**src/rtl/intersection_arbiter_pkg.sv**
```systemverilog
// Shared types and constants for the four-approach intersection arbiter.
package intersection_pkg;

  localparam int N_APPROACH = 4;

`ifdef FORMAL
  localparam logic [31:0] DEFAULT_GREEN_PERIOD = 32'd5;
  localparam logic [31:0] DEFAULT_CLEAR_PERIOD = 32'd2;
`else
  localparam logic [31:0] DEFAULT_GREEN_PERIOD = 32'd10000;
  localparam logic [31:0] DEFAULT_CLEAR_PERIOD = 32'd1000;
`endif

  typedef enum logic [1:0] {
    IDLE,
    GREEN,
    CLEAR
  } state_t;

  function automatic logic [N_APPROACH-1:0] approach_onehot(input logic [1:0] id);
    logic [N_APPROACH-1:0] one;
    one = {{(N_APPROACH-1){1'b0}}, 1'b1};
    return one << id;
  endfunction

endpackage

```
**src/rtl/intersection_arbiter_if.sv**
```systemverilog
// Request/inhibit inputs and light/status outputs of the arbiter.
interface intersection_arbiter_if;
  import intersection_pkg::*;

  logic [N_APPROACH-1:0] request;
  logic [N_APPROACH-1:0] blocked;
  logic [N_APPROACH-1:0] green;
  logic [N_APPROACH-1:0] red;
  logic [N_APPROACH-1:0] pending;
  logic [1:0]            grant_id;
  logic                  busy;

  modport master (
    output request, blocked,
    input  green, red, pending, grant_id, busy
  );

  modport slave (
    input  request, blocked,
    output green, red, pending, grant_id, busy
  );

endinterface

```
**src/rtl/intersection_arbiter_rr_picker.sv**
```systemverilog
// Combinational round-robin pick: first eligible index at or after pointer, wrapping 3->0.
module rr_picker
  import intersection_pkg::*;
(
  input  logic [N_APPROACH-1:0] eligible,
  input  logic [1:0]            pointer,
  output logic [1:0]            winner,
  output logic                  valid
);

  logic [1:0] idx;

  // Walk from farthest to nearest so the nearest eligible index is written last.
  always_comb begin
    winner = '0;
    valid  = 1'b0;
    idx    = '0;
    for (int k = N_APPROACH - 1; k >= 0; k--) begin
      idx = pointer + 2'(k);
      if (eligible[idx]) begin
        winner = idx;
        valid  = 1'b1;
      end
    end
  end

endmodule

```
**src/rtl/intersection_arbiter.sv**
```systemverilog
// Round-robin traffic-light arbiter: IDLE -> GREEN (GREEN_PERIOD+1) -> CLEAR (CLEAR_PERIOD+1).
// Grant one edge after an eligible request in IDLE; later requests only queue as pending.
module intersection_arbiter
  import intersection_pkg::*;
#(
  parameter logic [31:0] GREEN_PERIOD = DEFAULT_GREEN_PERIOD,
  parameter logic [31:0] CLEAR_PERIOD = DEFAULT_CLEAR_PERIOD
) (
  input  logic                   clock,
  input  logic                   reset,
  intersection_arbiter_if.slave  bus
);

  state_t                state_q, state_d;
  logic [31:0]           cnt_q, cnt_d;
  logic [N_APPROACH-1:0] pending_q, pending_d;
  logic [N_APPROACH-1:0] green_q, green_d;
  logic [N_APPROACH-1:0] red_q, red_d;
  logic [1:0]            grant_id_q, grant_id_d;
  logic [1:0]            ptr_q, ptr_d;
  logic                  busy_q, busy_d;

  logic [N_APPROACH-1:0] eligible;
  logic [1:0]            winner;
  logic                  win_vld;

  assign eligible = (pending_q | bus.request) & ~bus.blocked;

  rr_picker u_picker (
    .eligible (eligible),
    .pointer  (ptr_q),
    .winner   (winner),
    .valid    (win_vld)
  );

  always_comb begin
    state_d    = state_q;
    cnt_d      = cnt_q;
    grant_id_d = grant_id_q;
    ptr_d      = ptr_q;
    pending_d  = pending_q | bus.request;
    unique case (state_q)
      IDLE: begin
        if (win_vld) begin
          state_d            = GREEN;
          cnt_d              = GREEN_PERIOD;
          grant_id_d         = winner;
          ptr_d              = winner + 2'd1;
          // The grant consumes the winner's request, even one arriving this edge.
          pending_d[winner]  = 1'b0;
        end
      end
      GREEN: begin
        if (cnt_q == 32'd0) begin
          state_d = CLEAR;
          cnt_d   = CLEAR_PERIOD;
        end else begin
          cnt_d = cnt_q - 32'd1;
        end
      end
      CLEAR: begin
        if (cnt_q == 32'd0) begin
          state_d = IDLE;
        end else begin
          cnt_d = cnt_q - 32'd1;
        end
      end
      default: state_d = IDLE;
    endcase
    green_d = (state_d == GREEN) ? approach_onehot(grant_id_d) : '0;
    red_d   = ~green_d;
    busy_d  = (state_d != IDLE);
  end

  always_ff @(posedge clock or posedge reset) begin
    if (reset) begin
      state_q    <= IDLE;
      cnt_q      <= '0;
      pending_q  <= '0;
      green_q    <= '0;
      red_q      <= '1;
      grant_id_q <= '0;
      ptr_q      <= '0;
      busy_q     <= 1'b0;
    end else begin
      state_q    <= state_d;
      cnt_q      <= cnt_d;
      pending_q  <= pending_d;
      green_q    <= green_d;
      red_q      <= red_d;
      grant_id_q <= grant_id_d;
      ptr_q      <= ptr_d;
      busy_q     <= busy_d;
    end
  end

  assign bus.green    = green_q;
  assign bus.red      = red_q;
  assign bus.pending  = pending_q;
  assign bus.grant_id = grant_id_q;
  assign bus.busy     = busy_q;

endmodule
```
**src/flat_wrapper.sv**
```systemverilog
// flat-port wrapper written by rule: the top's interface ports become plain ports
module intersection_arbiter_flat import intersection_pkg::*;
#(
  parameter logic [31:0] GREEN_PERIOD = DEFAULT_GREEN_PERIOD,
  parameter logic [31:0] CLEAR_PERIOD = DEFAULT_CLEAR_PERIOD
)
  (clock, reset, bus_request, bus_blocked, bus_green, bus_red, bus_pending, bus_grant_id, bus_busy);
  intersection_arbiter_if bus_i ();
  input  logic clock;
  input  logic reset;
  input wire logic [$bits(bus_i.request)-1:0] bus_request;
  input wire logic [$bits(bus_i.blocked)-1:0] bus_blocked;
  output wire logic [$bits(bus_i.green)-1:0] bus_green;
  output wire logic [$bits(bus_i.red)-1:0] bus_red;
  output wire logic [$bits(bus_i.pending)-1:0] bus_pending;
  output wire logic [$bits(bus_i.grant_id)-1:0] bus_grant_id;
  output wire logic [$bits(bus_i.busy)-1:0] bus_busy;
  assign bus_i.request = bus_request;
  assign bus_i.blocked = bus_blocked;
  assign bus_green = bus_i.green;
  assign bus_red = bus_i.red;
  assign bus_pending = bus_i.pending;
  assign bus_grant_id = bus_i.grant_id;
  assign bus_busy = bus_i.busy;
  intersection_arbiter #(.GREEN_PERIOD(GREEN_PERIOD), .CLEAR_PERIOD(CLEAR_PERIOD)) u_core (.clock(clock), .reset(reset), .bus(bus_i));
endmodule
```
**config.mk**
```make
export PLATFORM = sky130hd
export DESIGN_NAME = intersection_arbiter_flat
export DESIGN_NICKNAME = d
export VERILOG_FILES = /design/src/rtl/intersection_arbiter_pkg.sv /design/src/rtl/intersection_arbiter_if.sv /design/src/rtl/intersection_arbiter_rr_picker.sv /design/src/rtl/intersection_arbiter.sv /design/src/flat_wrapper.sv
export SDC_FILE = /design/constraint.sdc
export NUM_CORES = 1
export LEC_CHECK = 0
export ABC_CLOCK_PERIOD_IN_PS = 2200
export BUFFER_PORTS_ARGS = -buffer_cell sky130_fd_sc_hd__buf_2
export CAP_MARGIN = 15
export CORE_MARGIN = 4
export CORE_UTILIZATION = 50
export DETAILED_ROUTE_END_ITERATION = 6
export PLACE_DENSITY = 0.7
export SLEW_MARGIN = 0
export SYNTH_ARGS = -nofsm -noshare
export SYNTH_HDL_FRONTEND = slang
export SYNTH_SLANG_ARGS = --single-unit
```
**constraint.sdc**
```tcl
create_clock -name clock -period 2.2 [get_ports clock]
set_input_delay 0 -clock clock [delete_from_list [all_inputs] [get_ports clock]]
set_output_delay 0 -clock clock [all_outputs]
set_load 0.02 [all_outputs]
```
Yosys cells after proc, flatten, opt, wreduce, memory -nomap -nowiden. Index checks and enable logic that the tools add are counted.

Register bits after elaboration: 51. Output and inout bits: 15. Logic and storage cells: 69.

$add $sub $neg: 5. Order comparisons: 6. Equal/unequal tests: 5. Shift operators: 1. Muxes and demuxes: 31. Bitwise gates (word level): 6. Reductions and logical operators: 7.

Operators with widths (count): $mux 32 (3); $pmux 32 s3 (1); $logic_not 32->1 (1); $sub 32x1->32 const B (1); $mux 2 (9); $lt 2x3->1 const B (5); $mux 4 (3); $not 4->4 (3); $mux 1 (9); $and 4x4->4 (2); $bmux 1 s2 (4); $pmux 2 s3 (1); $add 2x1->2 const B (2); $add 2x2->2 const B (2); $eq 2x1->1 const B (2); $ne 2x2->1 const B (2); $or 4x4->4 (1); $shl 1x2->4 const A (1); $reduce_and 3->1 (1); $reduce_bool 3->1 (1); $demux 1 s2 (1); $eq 2x2->1 const B (1); $ge 2x1->1 const B (1); $logic_not 2->1 (1); other kinds (3) (3).

Longest topological paths before layout. Gate-level depths: netlist of run 1.

Word-level depth: 16. Mapped depth: 10. Depth with buffers taken out: 8.

Modules after synthesis. Synthesis of run 1 repeated with hierarchy kept, for this count alone.

Cells, all modules: 322. Area, all modules: 2977.9 sq um.

Modules (own cells, without submodules): intersection_arbiter (times used 1, cells an instance 309, area each 2900.3 sq um); rr_picker (times used 1, cells an instance 13, area each 77.6 sq um).

Worst setup path before layout of run 1. OpenSTA, ideal clock, no wires.

Path kind: reg-to-reg. Start point: reg u_core.cnt_q[0]. End point: reg u_core.green_q[3], in the netlist u_core.bus.green[3]. Setup time: 0.120 ns. Data arrival time: 2.119 ns. Slack: -0.039 ns. Stages on the path, launching flop included: 9. Period minus slack after synthesis: 2.239 ns. Cells stage by stage: dfrtp_1 inv_1 ha_1 nor3b_2 nand4_2 or4_4 a221oi_2 a211oi_2 and3_1.

Word-level cells in the longest chain between the ends: 5. Elaborated cells on any way between the ends: 6. Those cells by class: 1 x eq/ne; 4 x mux; 1 x reduce/logical.

Ends and longest elaborated chain: start: declaration (line intersection_arbiter.sv:15) `logic [31:0] cnt_q, cnt_d;`; start signal: assignment (line intersection_arbiter.sv:87) `cnt_q <= cnt_d;`; $logic_not 32->1 * (line intersection_arbiter.sv:54, intersection_arbiter.sv:62); $mux 2, on equally long branches (line intersection_arbiter.sv:62, intersection_arbiter.sv:54); $pmux 2 s3 * (line intersection_arbiter.sv:42) `unique case (state_q)`; net u_core.state_d[1] (line intersection_arbiter.sv:14) `state_t state_q, state_d;`; $eq 2x1->1 * (line intersection_arbiter.sv:70) `green_d = (state_d == GREEN) ? approach_onehot(grant_id_d) : '0;`; $mux 4 * (line intersection_arbiter.sv:70); net u_core.green_d[3] (line intersection_arbiter.sv:17) `logic [N_APPROACH-1:0] green_q, green_d;`; end signal: assignment (line intersection_arbiter.sv:89) `green_q <= green_d;`; end: declaration (line intersection_arbiter.sv:17).

Mark *: on every way through the listed nets, which the timed path passes. The rest lies on a longest branch. A chain may end at the register's enable or synchronous reset.

Final worst setup path of run 1.
Start point: reg u_core.cnt_q[0]. End point: reg u_core.red_q[0], in the netlist u_core.bus.red[0].

Word-level cells in the longest chain between the ends: 6. Elaborated cells on any way between the ends: 7. Those cells by class: 1 x eq/ne; 4 x mux; 1 x bitwise; 1 x reduce/logical.

Ends and longest elaborated chain: $logic_not 32->1 * (line intersection_arbiter.sv:54, intersection_arbiter.sv:62); $mux 2, on equally long branches (line intersection_arbiter.sv:62, intersection_arbiter.sv:54); $pmux 2 s3 * (line intersection_arbiter.sv:42); net u_core.state_d[1] (line intersection_arbiter.sv:14); $eq 2x1->1 * (line intersection_arbiter.sv:70); $mux 4 * (line intersection_arbiter.sv:70); $not 4->4 * (line intersection_arbiter.sv:71) `red_d = ~green_d;`; net u_core.red_d[0] (line intersection_arbiter.sv:18) `logic [N_APPROACH-1:0] red_q, red_d;`; end signal: assignment (line intersection_arbiter.sv:90) `red_q <= red_d;`; end: declaration (line intersection_arbiter.sv:18).

Marks and branches as above.

==> impl_metrics.json, run 1 <==
{
  "grt_max_degree": 22,
  "p_clk_frac": 0.119,
  "dieArea_mm2": 0.00702,
  "cts_tree": "yes",
  "synth_common_cells": "47 x dfrtp_1, 39 x nor2_1, 17 x o21ai_0",
  "crit_path_end_kind": "flip-flop",
  "synth_cell_type_count": 58,
  "crit_path_cell_trace": "inv_1 -> ha_2 -> nor3b_4 -> nand4_4 -> buf_6 -> o31ai_4 -> a221oi_4 -> a211o_2 -> or3_1",
  "slew_viol_final": 0,
  "p_leak_nw": 1.75,
  "wl_per_cell_um": 16.5,
  "drive_gt1_frac": 0.395,
  "period_share": 1.04,
  "finalClockSkew_ns": 0.0201,
  "setup_viol": 9,
  "avgSynthCellArea_um2": 9.71,
  "drv_cap": 0,
  "clk_pin_slew_ns": 0.11,
  "p_per_area_mw_per_mm2": 1190,
  "cts_root_buf": "clkbuf_8",
  "crit_start": "u_core.cnt_q[0]$_DFFE_PP0P_",
  "criticalPathCategory": "reg2reg",
  "finish.net_count": 408,
  "reg2reg_from": "u_core.cnt_q[0]$_DFFE_PP0P_",
  "worst_pin_slew_ns": 0.485,
  "portBuffers": 24,
  "die_w_um": 83.8,
  "internal_power_mw": 2.70,
  "io_pins": 25,
  "hold_violations": 0,
  "p_seq_frac": 0.294,
  "vias_per_cell": 5.80,
  "coreArea_mm2": 0.00554,
  "cp-start-kind": "flip-flop",
  "min_period_ns": 2.29,
  "swShare": 0.427,
  "setup_tns_ns": -0.471,
  "synth_warnings": 0,
  "finish.utilization": 0.713,
  "netlist_instances": 296,
  "synth_top_area_frac": 0.409,
  "vias": 2680,
  "synth_fp_nets": 315,
  "critical-path-top-delay-family": "simple AND/OR/NAND/NOR gates",
  "dr.pass1.iters": 4,
  "synth-seq-cells": 51,
  "overflow": 0,
  "clkLatencyLatePin_ns": 0.32,
  "slew_headroom": 0.677,
  "rsz0062_at_grt": "true",
  "grt_pass1_wl_um": 12300,
  "cp.arrival_ns": 2.55,
  "crit_buf_inv": 2,
  "async_reset_ff_frac": 1.00,
  "crit_slowest_cell": "dfrtp_1",
  "n_antenna_cell": 0,
  "combPwrFrac": 0.587,
  "antenna_found_initial": 0,
  "dp_hpwl_um": 5220,
  "min_path_type": "in2async",
  "p_switching_mw": 2.01,
  "fmax_mhz": 436,
  "grt_use_total": 0.213,
  "synthTopCellsByArea": "dfrtp_1 41%, nor2_1 5.1%, ha_1 3.9%",
  "critical_path.max_stage_delay_ns": 0.40,
  "ys_seq_area_frac": 0.446,
  "initial_core_util": 0.519,
  "cp_max_fo": 4,
  "synth_edf_count": 0,
  "clockBufferDepth": 2,
  "ant_nets": 0,
  "drtIter0Drc": 141,
  "yosys.cell_count.top_type": "dfrtp_1",
  "peakVddDrop_mv": 0.644,
  "area_delta_synth_final_pct": 37.5,
  "drc_errors": 0,
  "violations": "negative setup slack",
  "first_global_vias": 2635,
  "ys.flop_type": "dfrtp_1",
  "numCtsBuffers": 5,
  "cp_data_required_time_ns": 2.46,
  "rows": 27,
  "netlist_area_mm2": 0.00287,
  "cts_sinks": 51,
  "dieHeight_um": 83.8,
  "setup_ws_ns": -0.0931,
  "htree_levels": 2,
  "wl_um": 7630,
  "routabilityCongestion": 0.847,
  "status": "finished with violations",
  "yosysTopAreaCell": "dfrtp_1"
}
[layer usage]
metal / GRT usage / wire, um / up-vias
li1: - / - / 1269
met4: 0.0643 / 166 / 0
met3: 0.0355 / 299 / 15
met2: 0.365 / 3850 / 71
met1: 0.275 / 3310 / 1325
met5: 0 / 0 / -
[worst paths after layout]
| path | cells past startpoint | endpoint | slack, ns |
|---|---|---|---|
| setup / recovery | 9 | u_core.bus.red[0]$_DFF_PP1_ | -0.09 |
| hold / removal | 3 | u_core.bus.pending[3]$_DFF_PP0_ | 0.18 |
| setup reg to reg | 9 | u_core.bus.red[0]$_DFF_PP1_ | -0.09 |
| hold reg to reg | 2 | u_core.cnt_q[8]$_DFFE_PP0P_ | 0.55 |
| max in group asynchronous | 4 | u_core.bus.red[1]$_DFF_PP1_ | 1.39 |
| min in group clock | 5 | u_core.bus.grant_id[0]$_DFF_PP0_ | 0.44 |
[layout make-up]
cell class	instances	area (um2)
clock buffer	5	68.8
timing repair buffer	97	756
clock inverter	3	25.0
tap	72	90.1
fill	410	1590
sequential	51	1280
inverter	11	41.3
multi-input combinational	223	1690
[tightest hold or removal path, delay by kind of cell]
family	cells	cell delay, ns
buf+inv	3	0.90
[logic make-up (layout without fill, tap and decap cells)]
kind of cell | count (synthesis) | count (layout) | synth area share
AOI/OAI and AO/OA | 67 | 67 | 0.162
buffers and inverters | 22 | 116 | 0.0322
DFF | 51 | 51 | 0.446
adders and majority gates | 9 | 9 | 0.0392
xor gates and xnor gates | 18 | 18 | 0.0549
and+or+nand+nor | 129 | 129 | 0.266
[power by group through the flow]
stage | clock network, mW | registers, mW | logic [mW]
floorplan | 0 | 1.52 | 1.29
finish | 0.559 | 1.38 | 2.76
global placement | 0 | 1.38 | 2.21
global route | 0.621 | 1.42 | 3.00
CTS | 0.577 | 1.38 | 2.37
detailed placement | 0 | 1.40 | 2.26
[stage by stage]
step / cell area [um2] / worst slack (ns) / cells / hold slack, ns / total power, mW
6_report: 3950 / -0.0931 / 462 / 0.184 / 4.71
5_1_grt: 3950 / -0.196 / 462 / 0.206 / 5.03
2_1_floorplan: 2890 / -0.0154 / 296 / 0.159 / 2.82
3_5_place_dp: 3520 / -0.0953 / 440 / -0.0278 / 3.66
4_1_cts: 3720 / -0.0898 / 455 / 0.172 / 4.33
3_3_place_gp: 3520 / -0.0204 / 440 / -0.0296 / 3.59
[state kept, by name, indices dropped and copies added (netlist names)]
signal               flops
u_core.cnt_q            32
u_core.bus.green         4
u_core.bus.pending       4
u_core.bus.red           4
u_core.bus.grant_id      2
u_core.ptr_q             2
u_core.state_q           2
u_core.bus.busy          1
[cells in the final DEF, fill, tap and decap left out, drive strengths merged, types with 5 or more instances in the layout]
master,instances
nor4,14
o21ai,19
inv,11
dfrtp,47
nor2,39
xor2,6
clkbuf,7
ha,9
buf,90
a21oi,16
nand3,7
or3,10
nand2,14
dlygate4sd3,5
nor3,16
xnor2,12
[timing repair]
action                     4_1_cts  5_1_grt
setup endpoints to repair       17       41
pin swaps                        4       19
hold buffers                     5        0
cloned                           0        3
resized for setup                7       36
hold endpoints to repair        24        0
buffers inserted                 2        4
Power figures use the tool's default switching activity.
==> run 2: changes to the inputs <==
--- a/config.mk
+++ b/config.mk
@@ -15,4 +15,5 @@
 export SLEW_MARGIN = 0
 export SYNTH_ARGS = -nofsm -noshare
 export SYNTH_HDL_FRONTEND = slang
+export SYNTH_HIERARCHICAL = 1
 export SYNTH_SLANG_ARGS = --single-unit
==> impl_metrics.json, run 2 <==
{
  "status": "finished with violations",
  "violations": "negative setup slack",
  "synth_fp_nets": 342,
  "period_share": 1.22,
  "min_path_type": "in2reg",
  "synth_edf_count": 0,
  "rows": 27,
  "synth_common_cells": "47 x dfrtp_1, 30 x a21oi_1, 27 x nor2_1",
  "avgSynthCellArea_um2": 9.25,
  "clockBufferDepth": 2,
  "cts_tree": "yes",
  "grt_use_total": 0.258,
  "p_per_area_mw_per_mm2": 401,
  "synth_warnings": 6,
  "cts_root_buf": "clkbuf_8",
  "cp_max_fo": 8,
  "synthTopCellsByArea": "dfrtp_1 39%, a21oi_1 5.0%, ha_1 4.2%",
  "peakVddDrop_mv": 0.344,
  "rsz0062_at_grt": "true",
  "slew_viol_final": 0,
  "initial_core_util": 0.528,
  "io_pins": 25,
  "drc_errors": 0,
  "place_area_mm2": 0.00385,
  "cp.arrival_ns": 2.93,
  "wl_um": 9130,
  "cp_data_required_time_ns": 2.45,
  "htree_levels": 2,
  "dieHeight_um": 85.2,
  "min_period_ns": 2.68,
  "largest_register_ff_count": 32,
  "final_common_cell": "buf_4",
  "p_leak_nw": 1.88,
  "worst_hold_slack_ns": 0.0624,
  "antenna_found_initial": 0,
  "first_global_vias": 3190,
  "clkLatencyLatePin_ns": 0.32,
  "coreArea_mm2": 0.00564,
  "final_cells": 517,
  "synth-seq-cells": 51,
  "ant_nets": 0,
  "regMostFlops": "u_core/cnt_q",
  "drv_cap": 0,
  "overflow": 0,
  "fmax_mhz": 373,
  "numCtsBuffers": 5,
  "synth_top_area_frac": 0.395,
  "netlist_instances": 322,
  "vias": 3171,
  "portBuffers": 24,
  "dr.pass1.iters": 5,
  "cp-start-kind": "flip-flop",
  "drtIter0Drc": 267,
  "place_inst": 497,
  "grt_max_degree": 52,
  "netlist_area_mm2": 0.00298,
  "yosys.cell_count.top_type": "dfrtp_1",
  "finish.net_count": 464,
  "die_w_um": 85.2,
  "finish.utilization": 0.745,
  "final_cell_mix": "98 x buf_4, 47 x dfrtp_1, 25 x buf_2, 25 x nor2_1, 25 x a21oi_1",
  "dp_hpwl_um": 6420,
  "criticalPathCategory": "reg2reg",
  "crit_path_end_kind": "flip-flop",
  "cts_sinks": 51,
  "vias_per_cell": 6.13,
  "ys_seq_area_frac": 0.430,
  "finalClockSkew_ns": 0.00830,
  "async_reset_ff_frac": 1.00,
  "synth_cell_type_count": 50,
  "n_antenna_cell": 0,
  "ys.flop_type": "dfrtp_1",
  "setup_viol": 42,
  "wl_per_cell_um": 17.7,
  "clk_pin_slew_ns": 0.10,
  "grt_pass1_wl_um": 15100,
  "routabilityCongestion": 0.920,
  "setup_ws_ns": -0.478,
  "area_delta_synth_final_pct": 41.2,
  "hold_violations": 0,
  "yosysTopAreaCell": "dfrtp_1",
  "final_area_mm2": 0.00420,
  "drive_gt1_frac": 0.409,
  "slew_headroom": 0.556,
  "worst_pin_slew_ns": 0.665,
  "dieArea_mm2": 0.00725,
  "total_power_mw": 1.68
}
## run 2: critical path, stage by stage (launching register included)
cell,delay [ns]
dfrtp_1,0.39
or4_4,0.53
or4_4,0.51
or4_4,0.54
buf_4,0.16
or3_4,0.33
a21oi_2,0.15
## run 2: per-layer routing
metal	track usage	routed length (um)	up-vias
met3	0.0476	591	28
met5	0	0	-
met2	0.444	4570	128
met1	0.321	3710	1534
li1	-	-	1481
met4	0.0993	263	0
## run 2: final cells by class
cell class	instances	area (um2)
flip-flops and latches	51	1280
clock buffers	5	68.8
fillers	406	1440
multi-input cells	242	1720
inverters	14	52.6
repair buffers	130	947
well taps	72	90.1
clock inverters	3	46.3
## run 2: worst paths after layout
kind / startpoint / depth (start not counted) / to / slack (ns)
min in group asynchronous: reset / 4 / u_core/cnt_q[24]$_DFFE_PP0P_ / 0.39
max in group asynchronous: reset / 4 / u_core/cnt_q[7]$_DFFE_PP0P_ / 1.36
worst max-delay path: u_core/cnt_q[17]$_DFFE_PP0P_ / 6 / u_core/cnt_q[23]$_DFFE_PP0P_ / -0.48
worst max register to register: u_core/cnt_q[17]$_DFFE_PP0P_ / 6 / u_core/cnt_q[23]$_DFFE_PP0P_ / -0.48
worst min-delay path: bus_request[2] / 4 / u_core/bus.pending[2]$_DFF_PP0_ / 0.06
worst min register to register: u_core/cnt_q[22]$_DFFE_PP0P_ / 3 / u_core/cnt_q[22]$_DFFE_PP0P_ / 0.56
## run 2: metrics by stage
| stage | setup TNS [ns] | worst slack (ns) |
|---|---|---|
| after floorplan | -17.61 | -0.606 |
| after global placement | -13.89 | -0.510 |
| after detailed placement | -16.07 | -0.585 |
| after CTS | -12.63 | -0.470 |
| after global routing | -17.68 | -0.532 |
| final | -14.04 | -0.478 |
## run 2: logic make-up (layout without fill, tap and decap cells)
kind of cell	Yosys count	in the layout	share of synthesized area
simple gates	132	132	0.261
buf+inv	29	152	0.0408
fa+ha+maj	10	10	0.0420
xor+xnor	1	1	0.00294
flops	51	51	0.430
compound gates	96	96	0.213
mux	3	3	0.0101
## run 2: power by group
group          leakage (nW)  internal [mW]          switching, mW
Combinational          1.21         0.0212                 0.0367
Clock                0.0548          0.343                  0.346
Sequential            0.616          0.937  0.0000000000000000742
## run 2: timing repair
action | in CTS | in global routing
gates cloned | 3 | 1
hold buffers | 1 | 0
pin swaps | 14 | 3
gates resized for setup | 26 | 10
buffers inserted | 4 | 3
endpoints found under the hold margin | 47 | 0
endpoints found under the setup margin | 42 | 43
